===== src/rtl/mem_port_arbiter_pkg.sv =====
// Shared types for the fetch/data memory port arbiter.
package mem_port_arbiter_pkg;

  typedef enum logic [1:0] {
    OWN_NONE = 2'd0,
    OWN_IM   = 2'd1,
    OWN_DM   = 2'd2
  } mem_owner_t;

  typedef enum logic {
    ARB_DM_PRIO = 1'b0,
    ARB_IM_PRIO = 1'b1
  } arb_state_t;

  // Wide enough for the largest legal IM_MAX_WAIT (15).
  localparam int unsigned WAIT_W = 4;

endpackage


===== src/rtl/mem_port_arbiter.sv =====
// Arbitrates one single-ported SRAM between instruction fetch and data access.
// Data wins conflicts until fetch has lost IM_MAX_WAIT conflicts in a row,
// then fetch wins the next conflict. Read responses return one cycle after
// the grant; each port keeps its last delivered read word.
module mem_port_arbiter
  import mem_port_arbiter_pkg::*;
#(
  parameter int unsigned ADDR_W      = 32,
  parameter int unsigned DATA_W      = 32,
  parameter int unsigned IM_MAX_WAIT = 2,
  parameter int unsigned CNT_W       = 16
) (
  input  logic                clk_i,
  input  logic                rst_i,
  input  logic                im_req_i,
  input  logic [ADDR_W-1:0]   im_addr_i,
  output logic                im_gnt_o,
  output logic                im_rvalid_o,
  output logic [DATA_W-1:0]   im_rdata_o,
  input  logic                dm_req_i,
  input  logic                dm_we_i,
  input  logic [DATA_W/8-1:0] dm_be_i,
  input  logic [ADDR_W-1:0]   dm_addr_i,
  input  logic [DATA_W-1:0]   dm_wdata_i,
  output logic                dm_gnt_o,
  output logic                dm_rvalid_o,
  output logic [DATA_W-1:0]   dm_rdata_o,
  output logic                mem_en_o,
  output logic [DATA_W/8-1:0] mem_we_o,
  output logic [ADDR_W-1:0]   mem_addr_o,
  output logic [DATA_W-1:0]   mem_wdata_o,
  input  logic [DATA_W-1:0]   mem_rdata_i,
  output logic [CNT_W-1:0]    conflict_cnt_o
);

  localparam int unsigned BE_W = DATA_W / 8;

  arb_state_t          state_q, state_d;
  logic [WAIT_W-1:0]   wait_cnt_q, wait_cnt_d;
  mem_owner_t          resp_owner_q, resp_owner_d;
  logic [DATA_W-1:0]   im_hold_q, im_hold_d;
  logic [DATA_W-1:0]   dm_hold_q, dm_hold_d;
  logic [CNT_W-1:0]    conflict_cnt_q, conflict_cnt_d;
  logic                conflict;

  // Saturating increment: sticks at all-ones instead of wrapping.
  function automatic logic [CNT_W-1:0] sat_inc(input logic [CNT_W-1:0] v);
    return (&v) ? v : v + CNT_W'(1);
  endfunction

  assign conflict = im_req_i & dm_req_i;

  // Grant selection and priority/wait-counter next state.
  always_comb begin
    im_gnt_o   = 1'b0;
    dm_gnt_o   = 1'b0;
    state_d    = state_q;
    wait_cnt_d = wait_cnt_q;
    if (conflict) begin
      if (state_q == ARB_IM_PRIO) im_gnt_o = 1'b1;
      else                        dm_gnt_o = 1'b1;
    end else begin
      im_gnt_o = im_req_i;
      dm_gnt_o = dm_req_i;
    end
    if (im_gnt_o) begin
      wait_cnt_d = '0;
      state_d    = ARB_DM_PRIO;
    end else if (conflict && state_q == ARB_DM_PRIO) begin
      // wait_cnt never passes IM_MAX_WAIT: the state flips when it gets there.
      wait_cnt_d = wait_cnt_q + WAIT_W'(1);
      if (wait_cnt_d == WAIT_W'(IM_MAX_WAIT)) state_d = ARB_IM_PRIO;
    end
  end

  // Route the granted port onto the memory interface; idle drives zeros.
  always_comb begin
    mem_en_o    = im_gnt_o | dm_gnt_o;
    mem_we_o    = '0;
    mem_addr_o  = '0;
    mem_wdata_o = '0;
    if (dm_gnt_o) begin
      mem_addr_o  = dm_addr_i;
      mem_wdata_o = dm_wdata_i;
      mem_we_o    = dm_we_i ? dm_be_i : BE_W'(0);
    end else if (im_gnt_o) begin
      mem_addr_o  = im_addr_i;
    end
  end

  // Response ownership, held read data and conflict counter next state.
  always_comb begin
    resp_owner_d   = OWN_NONE;
    im_hold_d      = im_hold_q;
    dm_hold_d      = dm_hold_q;
    conflict_cnt_d = conflict_cnt_q;
    if (im_gnt_o)                  resp_owner_d = OWN_IM;
    else if (dm_gnt_o && !dm_we_i) resp_owner_d = OWN_DM;
    if (resp_owner_q == OWN_IM) im_hold_d = mem_rdata_i;
    if (resp_owner_q == OWN_DM) dm_hold_d = mem_rdata_i;
    if (conflict) conflict_cnt_d = sat_inc(conflict_cnt_q);
  end

  // State registers; reset also discards a response granted during reset.
  always_ff @(posedge clk_i) begin
    if (rst_i) begin
      state_q        <= ARB_DM_PRIO;
      wait_cnt_q     <= '0;
      resp_owner_q   <= OWN_NONE;
      im_hold_q      <= '0;
      dm_hold_q      <= '0;
      conflict_cnt_q <= '0;
    end else begin
      state_q        <= state_d;
      wait_cnt_q     <= wait_cnt_d;
      resp_owner_q   <= resp_owner_d;
      im_hold_q      <= im_hold_d;
      dm_hold_q      <= dm_hold_d;
      conflict_cnt_q <= conflict_cnt_d;
    end
  end

  assign im_rvalid_o    = (resp_owner_q == OWN_IM);
  assign dm_rvalid_o    = (resp_owner_q == OWN_DM);
  assign im_rdata_o     = im_rvalid_o ? mem_rdata_i : im_hold_q;
  assign dm_rdata_o     = dm_rvalid_o ? mem_rdata_i : dm_hold_q;
  assign conflict_cnt_o = conflict_cnt_q;

endmodule

===== config.mk =====
export PLATFORM = sky130hd
export DESIGN_NAME = mem_port_arbiter
export DESIGN_NICKNAME = d
export VERILOG_FILES = /design/src/rtl/mem_port_arbiter_pkg.sv /design/src/rtl/mem_port_arbiter.sv
export SDC_FILE = /design/constraint.sdc
export NUM_CORES = 1
export LEC_CHECK = 0
export BUFFER_PORTS_ARGS = -buffer_cell sky130_fd_sc_hd__buf_2
export CORE_AREA = 2 2 114 116
export CTS_BUF_LIST = sky130_fd_sc_hd__clkbuf_2
export CTS_CLUSTER_SIZE = 16
export DETAILED_ROUTE_END_ITERATION = 6
export DIE_AREA = 0 0 116 118
export PLACE_DENSITY = 0.81
export REMOVE_ABC_BUFFERS = 1
export SYNTH_ARGS = -nofsm -noshare
export SYNTH_HDL_FRONTEND = slang
export SYNTH_SLANG_ARGS = --single-unit

===== constraint.sdc =====
create_clock -name clk_i -period 1.4 [get_ports clk_i]
set_input_delay 0.07 -clock clk_i [delete_from_list [all_inputs] [get_ports clk_i]]
set_output_delay 0.07 -clock clk_i [all_outputs]
set_load 0.05 [all_outputs]

==> results.yml <==
yosys:
  ys_seq_area_share_pct: 41.2
  async_flop_share_pct: 0
  synth-edff-count: 0
  synth.ff_latch_count: 87
  synth_ff_type: "dfxtp_1"
  yosys_warnings: 0
  syn_inst: 420
  syn_area_sq_um: 4230
  synth_area_per_cell_sq_um: 10.1
  yosysUniqueCellTypes: 45
place:
  port_buffers: 289
  place.gp.congestion: 0.918
  place_ws_ps: -184
  hpwl_microns: 14000
  dpl.cell_count: 896
  post_dp_cell_area_sq_um: 6450
run:
  cap_violations: 0
worst_hold_path:
  hold_class: "in -> reg"
  whs_path_depth: 5
detailed_routing:
  drc: 0
  drtIter0Drc: 291
  routed_wl_microns: 23500
  vias_per_cell: 5.18
  routedWlPerCell_microns: 23.7
  ant_nets: 0
  firstDrtPassIters: 4
  vias: 5130
sta:
  setup_viol: 155
  relSlewSlack_pct: 65.7
  fin_crit_sh_pct: 145
  fmax_mhz: 492
  grt_setup_unrepaired: "yes"
  clock_skew_ps: 14.7
  fin_ws_ps: -631
  slew_viol_final: 0
  finalCriticalPeriod_ps: 2030
  tightest_slew_ps: 514
  finalHoldViolCount: 0
critical_path:
  required_ps: 1330
  worstPathArrival_ps: 1960
  end_kind: "output pin"
  r2r_setup_slack_ps: -190
  crit_path_start_kind: "register"
  critPathKind: "reg -> out"
  rr_worst_depth: 6
  worst-path-max-fanout: 9
final_layout:
  fin_nets: 948
  finish.utilization_pct: 72.0
  finalNonFillerCells: 991
  area_delta_synth_final_pct: 111
  post-route-cell-area_sq_um: 8940
  final_layout_size_suffix_gt1_share_pct: 67.9
cts:
  cts_sinks: 87
  h-tree-depth: 3
  cts_tree: "done"
  cts_root_buf: "clkbuf_2"
  cts_buffers: 9
  clk_latency_ps: 570
  clockBufferDepth: 2
  clk_pin_slew_worst_paths_ps: 230
grt:
  grt-busiest-layer: "met2"
  grt_antenna_before_repair: 7
  grtUsageMet3_pct: 8.03
  use_met1_pct: 33.7
  grt_pass1_wl_microns: 31500
  grt_max_degree: 47
  grt_overflow_total: 0
  grt_usage_pct: 31.3
  first_global_vias: 5315
  use_met2_pct: 56.0
pwr:
  peakVddDrop_v: 0.000323
  p_leak_nw: 4.11
  total_power_mw: 6.42
  power_density_nw_per_um2: 718
status:
  status: "finished with violations"
  violations: "negative setup slack"
floorplan:
  fp.dieW_microns: 116
  die_area_sq_um: 13700
  start_util_pct: 34.0
  core_sq_um: 12400
  row_count: 41
  die-height_microns: 118
  ios: 290
-- path summary, 6_finish.rpt --
check / end / from
worst max-delay path: mem_addr_o[23] / state_q
worst min-delay path: conflict_cnt_o[7] / dm_req_i
worst max register to register: conflict_cnt_o[6] / conflict_cnt_o[13]
worst min register to register: wait_cnt_q[2] / wait_cnt_q[2]
-- routing by layer --
layer	vias to the layer above	wire length (microns)
met5	-	13
met4	2	1380
met3	102	1930
met2	330	12000
met1	2423	8220
li1	2273	-
-- cell usage after synthesis, drive strengths merged (5+ instances only) --
cell type / instances / area share, %
nand3: 5 / 0.89
a22o: 32 / 6.6
nor2: 9 / 0.86
and3: 7 / 1.1
o21ai: 8 / 0.95
nor2b: 66 / 9.8
nand2: 5 / 0.44
inv: 5 / 0.44
or3: 6 / 0.92
a21oi: 15 / 1.8
nand4: 5 / 1.1
clkbuf: 16 / 1.4
buf: 14 / 1.9
and2: 35 / 5.3
dfxtp: 87 / 41
or4: 5 / 0.89
mux2: 65 / 17
o31ai: 7 / 1.2
-- final cells by class --
class | count | area, sq um
diodes | 6 | 15.0
clock buffers | 11 | 55.1
clock inverters | 5 | 25.0
fillers | 786 | 3480
inverters | 5 | 18.8
multi-input cells | 298 | 2770
flip-flops and latches | 87 | 1780
well taps | 172 | 215
repair buffers | 407 | 4060
-- cells in the final DEF, fill, tap and decap left out, drive strengths merged, types with 6 or more instances in the layout --
cell         count
or3              6
o21ai            8
nor2b           66
mux2            65
clkbuf          14
diode            6
buf            368
nor2             9
dlygate4sd3     36
and3             7
a22o            32
a21oi           15
dfxtp           87
o31ai            7
and2            35
-- metrics by stage --
step / setup TNS (ps) / hold WS [ps]
finish: -71530 / 85.4
global route: -83340 / 48.1
CTS: -76910 / 9.73
detailed placement: -1690 / 301
global placement: -945 / 302
floorplan: -237410 / 135
-- registers in the layout (all words and copies together) (netlist names) --
| register | flops |
|---|---|
| resp_owner_q | 2 |
| state_q | 1 |
| im_hold_q | 32 |
| dm_hold_q | 32 |
| conflict_cnt_o | 16 |
| wait_cnt_q | 4 |
-- power breakdown --
part	internal [mW]	total [mW]	switching (mW)
Sequential	2.54	2.57	0.0263
Clock	0.233	1.10	0.872
Combinational	1.22	2.75	1.53
-- kinds of logic (layout without fill, tap and decap cells) --
logic type               after synthesis  in the layout  synth area share, %
AO/OA/AOI/OAI                         68             68                 11.9
XOR/XNOR                               3              3                0.622
adder cells (fa/ha/maj)                3              3                0.888
buffers and inverters                 35            428                 3.76
flip-flops                            87             87                 41.2
multiplexers                          66             66                 17.6
other                                  0              6                    0
AND/OR/NAND/NOR                      158            158                 24.0
-- worst max-delay path, cell delays in order (launching register included) --
cell and delay, ps:
dfxtp_4 430, nand2b_4 130, and2_4 250, buf_12 170, a22o_1 230, buf_12 170
-- timing repair --
item / in CTS / in global routing
cloned: 9 / 3
hold endpoints to repair: 78 / 0
gates resized for setup: 399 / 86
hold buffers: 36 / 0
pin swaps: 43 / 32
buffers inserted: 20 / 16
setup endpoints to repair: 168 / 184
Power figures use the tool's default switching activity.
